File: config.mk
export PLATFORM = sky130hd
export DESIGN_NAME = patch_window_seq
export DESIGN_NICKNAME = d
export VERILOG_FILES = /design/src/rtl/patch_window_seq.sv
export SDC_FILE = /design/constraint.sdc
export NUM_CORES = 1
export LEC_CHECK = 0
export BUFFER_PORTS_ARGS = -buffer_cell sky130_fd_sc_hd__clkbuf_2
export CORE_ASPECT_RATIO = 2
export CORE_MARGIN = 2
export CORE_UTILIZATION = 40
export CTS_CLUSTER_SIZE = 28
export DETAILED_ROUTE_END_ITERATION = 7
export PLACE_DENSITY = 0.58
export SLEW_MARGIN = 20
export SYNTH_ARGS = -nofsm -noshare
export SYNTH_HDL_FRONTEND = slang
export SYNTH_SLANG_ARGS = --single-unit
export TNS_END_PERCENT = 20
File: constraint.sdc
create_clock -name clk -period 3.5 [get_ports clk]
set_input_delay 0.175 -clock clk [delete_from_list [all_inputs] [get_ports clk]]
set_output_delay 0.175 -clock clk [all_outputs]
set_load 0.02 [all_outputs]
File: src/rtl/patch_window_seq.sv
// patch_window_seq
// ----------------
// Patch-window sequencer for the CoTM clause datapath. After an accepted start
// it walks every P x P patch position over a WIDTH x HEIGHT image in row-major
// order (x fastest), stepping by S in both axes. For each position it emits one
// beat on a valid/ready stream. A beat carries the window origin, the column
// and row masks covered by the window, and end-of-row / end-of-sweep flags.
//
// Ports
//   clk, rst_n        rising-edge clock, asynchronous active-low reset
//   start             begin a sweep (sampled only while idle)
//   abort             terminate the current sweep without a done pulse
//   patch_size        P, captured when a start is accepted
//   stride            S, captured when a start is accepted
//   out_valid         a beat is presented
//   out_ready         consumer accepts the presented beat
//   xcor, ycor        window left column / top row
//   x_mask            bit i set when xcor <= i < xcor+P
//   y_mask            bit j set when ycor <= j < ycor+P
//   row_last          beat is the last x position of its row
//   last              beat is the final position of the sweep
//   busy              sequencer is not idle
//   done              one-cycle pulse after the final beat is accepted
//   cfg_err           one-cycle pulse when a start is rejected as illegal
module patch_window_seq #(
  parameter int WIDTH      = 32,
  parameter int HEIGHT     = 32,
  parameter int MAX_PATCH  = 7,
  parameter int MAX_STRIDE = 7,
  localparam int CW = $clog2(((WIDTH > HEIGHT) ? WIDTH : HEIGHT) + 1)
) (
  input  logic              clk,
  input  logic              rst_n,
  input  logic              start,
  input  logic              abort,
  input  logic [2:0]        patch_size,
  input  logic [2:0]        stride,
  output logic              out_valid,
  input  logic              out_ready,
  output logic [CW-1:0]     xcor,
  output logic [CW-1:0]     ycor,
  output logic [WIDTH-1:0]  x_mask,
  output logic [HEIGHT-1:0] y_mask,
  output logic              row_last,
  output logic              last,
  output logic              busy,
  output logic              done,
  output logic              cfg_err
);

  localparam logic [1:0] ST_IDLE  = 2'd0;
  localparam logic [1:0] ST_RUN   = 2'd1;
  localparam logic [1:0] ST_DRAIN = 2'd2;
  localparam logic [1:0] ST_DONE  = 2'd3;

  // Arithmetic runs one bit wider than the coordinates so x+S+P cannot wrap.
  localparam logic [CW:0] W_C    = (CW+1)'(WIDTH);
  localparam logic [CW:0] H_C    = (CW+1)'(HEIGHT);
  localparam logic [CW:0] MAXP_C = (CW+1)'(MAX_PATCH);
  localparam logic [CW:0] MAXS_C = (CW+1)'(MAX_STRIDE);

  // Run of P ones starting at column pos.
  function automatic logic [WIDTH-1:0] x_mask_f(input logic [CW:0] pos, input logic [2:0] p);
    logic [WIDTH-1:0] ones;
    ones = {WIDTH{1'b1}} >> (WIDTH - int'(p));
    return ones << pos;
  endfunction

  // Run of P ones starting at row pos.
  function automatic logic [HEIGHT-1:0] y_mask_f(input logic [CW:0] pos, input logic [2:0] p);
    logic [HEIGHT-1:0] ones;
    ones = {HEIGHT{1'b1}} >> (HEIGHT - int'(p));
    return ones << pos;
  endfunction

  logic [1:0]        state_q, state_d;
  logic [2:0]        p_q, p_d;
  logic [2:0]        s_q, s_d;
  logic [CW:0]       x_q, x_d;
  logic [CW:0]       y_q, y_d;
  logic              out_valid_q, out_valid_d;
  logic [CW-1:0]     xcor_q, xcor_d;
  logic [CW-1:0]     ycor_q, ycor_d;
  logic [WIDTH-1:0]  x_mask_q, x_mask_d;
  logic [HEIGHT-1:0] y_mask_q, y_mask_d;
  logic              row_last_q, row_last_d;
  logic              last_q, last_d;
  logic              busy_q, busy_d;
  logic              done_q, done_d;
  logic              cfg_err_q, cfg_err_d;

  logic [CW:0] cfg_p_ext, cfg_s_ext, p_ext, s_ext;
  logic        cfg_legal;
  logic        row_end, col_end;

  assign cfg_p_ext = {{(CW-2){1'b0}}, patch_size};
  assign cfg_s_ext = {{(CW-2){1'b0}}, stride};
  assign p_ext     = {{(CW-2){1'b0}}, p_q};
  assign s_ext     = {{(CW-2){1'b0}}, s_q};

  assign cfg_legal = (cfg_p_ext != '0) && (cfg_p_ext <= MAXP_C) && (cfg_p_ext <= W_C) &&
                     (cfg_p_ext <= H_C) && (cfg_s_ext != '0) && (cfg_s_ext <= MAXS_C);

  // Current x/y is the last of its axis when one more step would leave the image.
  assign row_end = (x_q + s_ext + p_ext) > W_C;
  assign col_end = (y_q + s_ext + p_ext) > H_C;

  // Next-state, counter and output-register logic.
  always_comb begin
    state_d     = state_q;
    p_d         = p_q;
    s_d         = s_q;
    x_d         = x_q;
    y_d         = y_q;
    out_valid_d = out_valid_q;
    xcor_d      = xcor_q;
    ycor_d      = ycor_q;
    x_mask_d    = x_mask_q;
    y_mask_d    = y_mask_q;
    row_last_d  = row_last_q;
    last_d      = last_q;
    cfg_err_d   = 1'b0;

    if (abort && (state_q != ST_IDLE)) begin
      // Abort beats any pending fire, so a final beat caught here gives no done.
      state_d     = ST_IDLE;
      out_valid_d = 1'b0;
    end else begin
      case (state_q)
        ST_IDLE: begin
          if (start && !abort) begin
            if (cfg_legal) begin
              state_d = ST_RUN;
              p_d     = patch_size;
              s_d     = stride;
              x_d     = '0;
              y_d     = '0;
            end else begin
              cfg_err_d = 1'b1;
            end
          end else begin
            state_d = ST_IDLE;
          end
        end
        ST_RUN: begin
          // Load only into an empty or draining register so stalled data stays put.
          if (!out_valid_q || out_ready) begin
            out_valid_d = 1'b1;
            xcor_d      = x_q[CW-1:0];
            ycor_d      = y_q[CW-1:0];
            x_mask_d    = x_mask_f(x_q, p_q);
            y_mask_d    = y_mask_f(y_q, p_q);
            row_last_d  = row_end;
            last_d      = row_end && col_end;
            if (row_end) begin
              x_d = '0;
              y_d = y_q + s_ext;
            end else begin
              x_d = x_q + s_ext;
            end
            if (row_end && col_end) begin
              state_d = ST_DRAIN;
            end else begin
              state_d = ST_RUN;
            end
          end else begin
            state_d = ST_RUN;
          end
        end
        ST_DRAIN: begin
          if (out_valid_q && out_ready) begin
            out_valid_d = 1'b0;
            state_d     = ST_DONE;
          end else begin
            state_d = ST_DRAIN;
          end
        end
        ST_DONE: begin
          state_d = ST_IDLE;
        end
        default: begin
          state_d     = ST_IDLE;
          out_valid_d = 1'b0;
        end
      endcase
    end

    busy_d = (state_d != ST_IDLE);
    done_d = (state_d == ST_DONE);
  end

  // State and output registers.
  always_ff @(posedge clk or negedge rst_n) begin
    if (!rst_n) begin
      state_q     <= ST_IDLE;
      p_q         <= 3'd0;
      s_q         <= 3'd0;
      x_q         <= '0;
      y_q         <= '0;
      out_valid_q <= 1'b0;
      xcor_q      <= '0;
      ycor_q      <= '0;
      x_mask_q    <= '0;
      y_mask_q    <= '0;
      row_last_q  <= 1'b0;
      last_q      <= 1'b0;
      busy_q      <= 1'b0;
      done_q      <= 1'b0;
      cfg_err_q   <= 1'b0;
    end else begin
      state_q     <= state_d;
      p_q         <= p_d;
      s_q         <= s_d;
      x_q         <= x_d;
      y_q         <= y_d;
      out_valid_q <= out_valid_d;
      xcor_q      <= xcor_d;
      ycor_q      <= ycor_d;
      x_mask_q    <= x_mask_d;
      y_mask_q    <= y_mask_d;
      row_last_q  <= row_last_d;
      last_q      <= last_d;
      busy_q      <= busy_d;
      done_q      <= done_d;
      cfg_err_q   <= cfg_err_d;
    end
  end

  assign out_valid = out_valid_q;
  assign xcor      = xcor_q;
  assign ycor      = ycor_q;
  assign x_mask    = x_mask_q;
  assign y_mask    = y_mask_q;
  assign row_last  = row_last_q;
  assign last      = last_q;
  assign busy      = busy_q;
  assign done      = done_q;
  assign cfg_err   = cfg_err_q;

endmodule

==> results of run 1 <==
## worst max-delay path, cell delays in order, from the launching register on
cell and delay [ps]:
dfrtp_1 380, ha_1 250, fa_2 590, ha_1 240, a21o_1 170, a21o_1 220, or3_1 350, a311o_1 330
a311oi_2 250, buf_6 210, a21oi_4 120, a211oi_2 200
## worst min path at each step
stage / from / to / slack (ps) / depth (start not counted)
global placement: rst_n / x_mask[15] / 230 / 1
finish: patch_size[0] / p_q[0] / 50 / 3
global route: stride[1] / s_q[1] / 70 / 2
detailed placement: rst_n / x_mask[6] / 250 / 1
CTS: patch_size[0] / p_q[0] / 40 / 3
floorplan: rst_n / busy / -120 / 0
## cells by family after synthesis
family / Yosys count
buffers and inverters: 84
XOR/XNOR: 11
AO/OA/AOI/OAI: 291
AND/OR/NAND/NOR: 264
flip-flops: 104
multiplexers: 28
adder cells (fa/ha/maj): 20
## cells in the final DEF (no fill, tap or decap), drive strengths merged, types with 12 or more instances in the layout
cell type	instances
dfrtp	104
clkbuf	101
nand2	96
o21ai	81
nor2	61
buf	46
a21oi	45
nor3	30
inv	21
nand3	16
a22o	16
ha	16
mux2i	15
nand2b	14
a32oi	13
a211oi	13
mux2	12
o31ai	12
## sequential cells by signal, indices dropped and copies added, names as in the netlist, 2 cells and up
signal,count
p_q,3
x_mask,32
x_q,7
xcor,6
y_mask,32
state_q,2
s_q,3
ycor,6
y_q,7
## routing by layer
layer	GRT usage	part of all wire	vias up
met4	0.137	0.049	0
met3	0.0314	0.035	62
met2	0.458	0.55	222
met5	0	0	-
met1	0.249	0.37	3252
li1	-	-	3162
## where the power goes
group	switching, mW	leakage [nW]	total (mW)	internal, mW
clock	0.488	0.128	0.981	0.494
sequential	0.356	1.38	1.97	1.62
combinational	2.82	2.07	4.45	1.63
total	3.66	3.58	7.41	3.74
## cell type report
class | instances | area share
clock buffers | 10 | 0.0286
clock inverters | 6 | 0.00640
inverters | 20 | 0.00937
multi-input cells | 614 | 0.497
flip-flops and latches | 104 | 0.325
well taps | 207 | 0.0323
repair buffers | 138 | 0.102
## per-stage QoR
step	setup TNS [ps]	worst slack, ps	power (mW)	cells	area [µm²]
final	0	108	7.41	1099	8020
after detailed placement	-329	-121	6.33	1081	7670
after global routing	-41.2	-17.1	7.93	1099	8020
after floorplan	0	253	4.83	802	6880
after global placement	0	48.1	6.25	1081	7670
after CTS	0	27.8	7.35	1098	7970
## what timing repair did
action                     CTS  global route
hold endpoints to repair    49             0
setup endpoints to repair    9            17
hold buffers                 1             0
setup buffers                0             1
gates resized for setup      2             7
pin swaps                    0             1
==> summary.md, run 1 <==
| Metric | Value |
|---|---|
| Seq/Total Area, Yosys | `0.378` |
| Final nets | `918` |
| Vias | `6698` |
| Startpoint types | `flip-flop` |
| Number of levels in the clock H-tree | `3` |
| Post-route minimum period | `3390 ps` |
| Std cell rows | `67` |
| Synth Area in Compound Gates | `0.293` |
| Mux cell area share after synthesis | `0.0447` |
| DRC Markers | `0` |
| Mapped Avg Cell Area | `8.58 µm²` |
| Largest fanout on the critical path | `12` |
| Total global routing overflow | `0` |
| First drt pass iteration count | `5` |
| Synthesized netlist cell count | `802` |
| Final Hold Slack | `50.4 ps` |
| First-pass GRT wire length | `35700 µm` |
| Top_reg_cell synth | `dfrtp_1` |
| Maximum buffer depth of the clock tree | `2` |
| VDD IR max | `0.463 mV` |
| Die Ht | `190 µm` |
| Top cells by count, synth | `104 x dfrtp_1, 96 x nand2_1, 81 x o21ai_0` |
| Worst EP arrival | `3670 ps` |
| Worst-path clk slew | `70 ps` |
| Port bufs | `92` |
| Clock Skew | `8.08 ps` |
| CP Class | `flip-flop to flip-flop` |
| CP startpoint | `s_q[0]` |
| Clk_lat worst skew | `360 ps` |
| # diodes | `0` |
| Layout cells sized above 1 | `0.207` |
| Die width | `96.8 µm` |
| PD cells | `924 mW/mm²` |
| Status | `finished clean` |
| Post-synth ARST share | `1.00` |
| Yosys reg bits | `104` |
| Fillers | `1643` |
| Top-area cell type share of the netlist area | `0.378` |
| Antenna viol nets, final | `0` |
| Post-Synth Adder-Cell Area | `0.0407` |
| Area contributors post-synth | `dfrtp_1 38%, o21ai_0 5.9%, nand2_1 5.2%` |
| P_leak | `3.58 nW` |
| Xor/xnor share of the synthesized area | `0.0140` |
| Largest family of logic cells by synthesized area | `compound AO/OA/AOI/OAI gates` |
| Number of setup violations in the final report | `0` |
| Initial antenna violation count | `0` |
| YS warnings | `0` |
| Reg2reg end | `x_q[2]` |
| Post-synth EDFFs | `0` |
| Post-synth top area cell | `dfrtp_1` |
| RePlAce Congestion | `0.942` |
| WL final | `22000 µm` |
| Syn_nets | `833` |
| Multi-input logic area | `0.00398 mm²` |
| MaxCap Viol Count | `0` |
| IO Count | `93` |
| Final worst path period share | `0.969` |
| Simple-gate share of the synthesized area | `0.180` |
| Rel. slew slack | `0.455` |
| Library cells used by synthesis | `68` |
| Initial DRC count | `388` |
| CP Capture Point | `x_q[2]` |
| CP Capture Type | `flip-flop` |
| Layout Utilization | `0.476` |
| Final Max Slew Viols | `0` |
| Vias in the first global route | `6823` |
| Starting density of the core | `0.409` |
| Slack of the worst reg-to-reg path | `110 ps` |
| TritonCTS buffer count | `9` |
| Area Growth Syn to Fin | `16.4%` |
| Clock Sinks | `104` |
| Reg2Reg Depth | `11` |
| Hold Vio Cnt, Final | `0` |
| Register area | `0.00260 mm²` |
| Vias/cell | `6.09` |
| Mapped Area | `0.00688 mm²` |
| Root cell of the clock tree | `clkbuf_16` |
| DP Wirelength | `16700 µm` |
| Top-count cell post-synth | `dfrtp_1` |
| Drt wl/cell | `20.0 µm` |
| Core area | `0.0168 mm²` |
| RSZ-0062 raised after global routing | `true` |
| Worst r2r src | `s_q[0]` |
| CP required | `3780 ps` |
| Die area | `0.0183 mm²` |
| F_max | `0.295 GHz` |
| Worst Max-Slew Pin Slew | `811 ps` |
| CTS tree | `built` |
| Hold WC Path Type | `input pin to flip-flop` |
| Largest net degree at the start of global routing | `65` |
| Total GRT Usage | `0.241` |
Note: power is estimated with default switching activity, not from simulation.
==> inputs of run 2 (changes only) <==
--- a/config.mk
+++ b/config.mk
@@ -12,6 +12,7 @@
 export CTS_CLUSTER_SIZE = 28
 export DETAILED_ROUTE_END_ITERATION = 7
 export PLACE_DENSITY = 0.58
+export RECOVER_POWER = 100
 export SLEW_MARGIN = 20
 export SYNTH_ARGS = -nofsm -noshare
 export SYNTH_HDL_FRONTEND = slang
==> summary.md, run 2 (synthesis gave the netlist of run 1 again) <==
| Metric | Value |
|---|---|
| Post-route setup slack | `112 ps` |
| CP Capture Type | `flip-flop` |
| Clk_lat worst skew | `360 ps` |
| Antenna viol nets, final | `0` |
| Total GRT Usage | `0.241` |
| Hold WC Path Type | `input pin to flip-flop` |
| Rel. slew slack | `-0.804` |
| Reg2Reg Depth | `13` |
| Die width | `96.8 µm` |
| Largest fanout on the critical path | `12` |
| Startpoint types | `flip-flop` |
| Most common cell after layout, fill and taps aside | `dfrtp_1` |
| Root cell of the clock tree | `clkbuf_16` |
| CTS tree | `built` |
| Initial antenna violation count | `0` |
| Most frequent CP cell | `ha_1` |
| Final Max Slew Viols | `52` |
| Largest net degree at the start of global routing | `65` |
| DP Wirelength | `16700 µm` |
| Maximum buffer depth of the clock tree | `2` |
| F_max | `0.295 GHz` |
| RePlAce Congestion | `0.942` |
| Register area | `0.00260 mm²` |
| CP Cell Sequence | `ha_1 > fa_2 > xor2_1 > ha_1 > a21oi_4 > buf_4 > nor3b_1 > o21ai_0 > nor3_1 > a311oi_2 > buf_6 > or4_1 > o211ai_1` |
| Std cell rows | `67` |
| WL final | `22100 µm` |
| Number of levels in the clock H-tree | `3` |
| Post-route minimum period | `3390 ps` |
| CP Class | `flip-flop to flip-flop` |
| Slowest stage cell, crit path | `or4_1` |
| Die Ht | `190 µm` |
| Drt wl/cell | `20.1 µm` |
| # diodes | `0` |
| Vias/cell | `6.14` |
| Power Total | `7.27 mW` |
| Total global routing overflow | `0` |
| Die area | `0.0183 mm²` |
| Violated checks | `max-capacitance violations, max-slew violations` |
| Dpl cells | `1081` |
| Hold Vio Cnt, Final | `0` |
| Worst EP arrival | `3660 ps` |
| Initial DRC count | `372` |
| Post-route cell area | `0.00788 mm²` |
| Vias in the first global route | `6823` |
| Starting density of the core | `0.409` |
| MaxCap Viol Count | `1` |
| TritonCTS buffer count | `9` |
| Post-place setup slack | `-121 ps` |
| First-pass GRT wire length | `35700 µm` |
| Clock Skew | `8.88 ps` |
| Worst Max-Slew Pin Slew | `2710 ps` |
| Multi-input logic area | `0.00398 mm²` |
| Final Hold Slack | `52.3 ps` |
| Status | `finished with violations` |
| DRC Markers | `0` |
| Area Growth Syn to Fin | `14.4%` |
| Commonest cells after routing, fill and taps aside | `104 x dfrtp_1, 96 x nand2_1, 91 x clkbuf_1` |
| PD cells | `923 mW/mm²` |
| Port bufs | `92` |
| P_leak | `3.27 nW` |
| Worst-path clk slew | `70 ps` |
| Layout Utilization | `0.467` |
| Vias | `6746` |
| First drt pass iteration count | `6` |
| IO Count | `93` |
| Layout cells sized above 1 | `0.104` |
| Final nets | `918` |
| RSZ-0062 raised after global routing | `true` |
| CP max stage delay | `480 ps` |
| Hold depth | `3` |
| Number of setup violations in the final report | `0` |
| CP required | `3770 ps` |
| Core area | `0.0168 mm²` |
| Fillers | `1676` |
| Final worst path period share | `0.968` |
| Setup TNS | `0 ps` |
| Clock Sinks | `104` |
| Placed cell area | `0.00767 mm²` |
| VDD IR max | `0.436 mV` |
| Final non-filler cell total | `1099` |
-- run 2: timing repair --
item | 4_1_cts | 5_1_grt
endpoints found under the setup margin | 9 | 17
pin swaps | 0 | 1
gates resized for setup | 2 | 7
gates cloned | 0 | 0
hold buffers | 1 | 0
endpoints found under the hold margin | 49 | 0
buffers inserted | 0 | 1
-- run 2: final cells by class --
type / count / area share
multi-input cells: 614 / 0.505
flip-flops and latches: 104 / 0.330
repair buffers: 138 / 0.0863
well taps: 207 / 0.0329
clock buffers: 10 / 0.0291
inverters: 20 / 0.00953
clock inverters: 6 / 0.00651
-- run 2: worst paths after layout --
path | startpoint | to | slack, ps
min reg2reg | ycor[4] | ycor[4] | 480
min | patch_size[0] | p_q[0] | 50
max in group asynchronous | rst_n | out_valid | 750
min in group asynchronous | rst_n | x_mask[6] | 1210
max reg2reg | s_q[0] | y_q[4] | 110
max | s_q[0] | y_q[4] | 110
-- run 2: layer usage --
layer,part of all wire,GRT usage,vias up
li1,-,-,3152
met1,0.36,0.249,3287
met2,0.54,0.458,240
met3,0.041,0.0314,67
met4,0.054,0.137,0
met5,0,0,-
-- run 2: worst max-delay path, delay by kind of cell, from the launching register on --
kind	cells	cell delay, ps
buf+inv	2	310
xor+xnor	1	190
simple gates	3	940
compound gates	4	470
fa+ha+maj	3	1020
flops	1	380
-- run 2: where the power goes --
group	leakage (nW)	switching, mW	internal (mW)	total, mW
Sequential	1.38	0.353	1.62	1.97
Clock	0.128	0.483	0.493	0.977
Combinational	1.76	2.83	1.49	4.32
==> inputs of run 3 (changes only) <==
--- a/config.mk
+++ b/config.mk
@@ -5,7 +5,7 @@
 export SDC_FILE = /design/constraint.sdc
 export NUM_CORES = 1
 export LEC_CHECK = 0
-export BUFFER_PORTS_ARGS = -buffer_cell sky130_fd_sc_hd__clkbuf_2
+export BUFFER_PORTS_ARGS = -buffer_cell sky130_fd_sc_hd__buf_2
 export CORE_ASPECT_RATIO = 2
 export CORE_MARGIN = 2
 export CORE_UTILIZATION = 40
==> summary.md, run 3 (synthesis gave the netlist of run 1 again) <==
| Metric | Value |
|---|---|
| Status | `finished with violations` |
| Violated checks | `max-capacitance violations, max-slew violations` |
| Std cell rows | `67` |
| F_max | `0.295 GHz` |
| Drt wl/cell | `20.5 µm` |
| Largest fanout on the critical path | `12` |
| # diodes | `0` |
| Hold WC Path Type | `input pin to flip-flop` |
| Clk_lat worst skew | `360 ps` |
| Initial DRC count | `380` |
| CP required | `3730 ps` |
| Die width | `96.8 µm` |
| Die Ht | `190 µm` |
| Layout Utilization | `0.469` |
| TritonCTS buffer count | `9` |
| CP Capture Type | `flip-flop` |
| Vias/cell | `6.10` |
| P_leak | `3.28 nW` |
| Commonest cells after routing, fill and taps aside | `104 x dfrtp_1, 96 x nand2_1, 91 x clkbuf_1` |
| Number of setup violations in the final report | `0` |
| Antenna viol nets, final | `0` |
| Starting density of the core | `0.409` |
| Port bufs | `92` |
| Worst Max-Slew Pin Slew | `1880 ps` |
| Clock Skew | `8.18 ps` |
| Final nets | `921` |
| Most common cell after layout, fill and taps aside | `dfrtp_1` |
| WL final | `22600 µm` |
| Number of levels in the clock H-tree | `3` |
| RePlAce Congestion | `0.920` |
| Die area | `0.0183 mm²` |
| Vias in the first global route | `6804` |
| Area Growth Syn to Fin | `14.7%` |
| Hold Vio Cnt, Final | `0` |
| Final worst path period share | `0.967` |
| Total GRT Usage | `0.248` |
| Total global routing overflow | `0` |
| Maximum buffer depth of the clock tree | `2` |
| DRC Markers | `0` |
| IO Count | `93` |
| Worst-path clk slew | `70 ps` |
| RSZ-0062 raised after global routing | `true` |
| DP Wirelength | `17000 µm` |
| CP Class | `flip-flop to flip-flop` |
| Setup TNS | `0 ps` |
| Post-route minimum period | `3390 ps` |
| Root cell of the clock tree | `clkbuf_16` |
| Final Max Slew Viols | `76` |
| CTS tree | `built` |
| PD cells | `931 mW/mm²` |
| First drt pass iteration count | `4` |
| Clock Sinks | `104` |
| Startpoint types | `flip-flop` |
| Core area | `0.0168 mm²` |
| VDD IR max | `0.396 mV` |
| Largest net degree at the start of global routing | `76` |
| First-pass GRT wire length | `36700 µm` |
| Multi-input logic area | `0.00399 mm²` |
| Register area | `0.00260 mm²` |
| MaxCap Viol Count | `1` |
| Vias | `6722` |
| Worst EP arrival | `3620 ps` |
| Fillers | `1724` |
| Layout cells sized above 1 | `0.107` |
| Rel. slew slack | `-0.253` |
| Initial antenna violation count | `0` |
==> run 3: per-stage QoR <==
| step | instances | setup WS, ps | hold WS, ps | cell area [µm²] | total power [mW] |
|---|---|---|---|---|---|
| 2_1_floorplan | 802 | 253 | -121 | 6880 | 4.83 |
| 3_3_place_gp | 1086 | 33.0 | 377 | 7710 | 6.30 |
| 3_5_place_dp | 1086 | -139 | 397 | 7710 | 6.37 |
| 4_1_cts | 1102 | 32.9 | 0.249 | 8000 | 7.39 |
| 5_1_grt | 1102 | -33.0 | 55.0 | 7900 | 7.87 |
| 6_report | 1102 | 114 | 39.6 | 7900 | 7.35 |
==> run 3: area by class of cell <==
class,instances,area share
multi-input combinational,614,0.505
clock buffer,10,0.0290
timing repair buffer,141,0.0882
inverter,20,0.00951
tap,207,0.0328
clock inverter,6,0.00634
sequential,104,0.330
==> run 3: critical path: stages (launching register included) <==
cell and delay, ps:
dfrtp_1 380, ha_1 250, fa_2 590, ha_1 250, a21o_1 170, a21o_1 210
or3_1 340, a311o_1 340, a311oi_2 230, buf_6 200, a2bb2oi_1 180, o21ai_0 100
==> run 3: final timing paths <==
check | from | to | slack [ps] | cells after the start
max reg2reg | s_q[0] | y_q[5] | 110 | 11
max | s_q[0] | y_q[5] | 110 | 11
max in group asynchronous | rst_n | xcor[0] | 1640 | 2
min reg2reg | y_mask[2] | y_mask[2] | 480 | 2
min | patch_size[0] | p_q[0] | 40 | 3
min in group asynchronous | rst_n | x_mask[14] | 330 | 1
==> run 3: report_power, final <==
part	total (mW)	switching [mW]	internal (mW)
logic	4.40	2.87	1.53
registers	1.97	0.358	1.62
clock network	0.979	0.487	0.492
total	7.35	3.71	3.64
==> run 3: routing by layer <==
| metal | up-vias | global-route usage | wire, µm |
|---|---|---|---|
| met5 | - | 0 | 0 |
| met1 | 3299 | 0.268 | 8380 |
| li1 | 3160 | - | - |
| met2 | 190 | 0.453 | 12100 |
| met4 | 0 | 0.155 | 1470 |
| met3 | 73 | 0.0277 | 692 |
==> run 3: timing repair <==
| action | in CTS | in global routing |
|---|---|---|
| setup endpoints to repair | 9 | 18 |
| pin swaps | 0 | 4 |
| hold buffers | 0 | 0 |
| setup buffers | 0 | 0 |
| gates resized for setup | 2 | 8 |
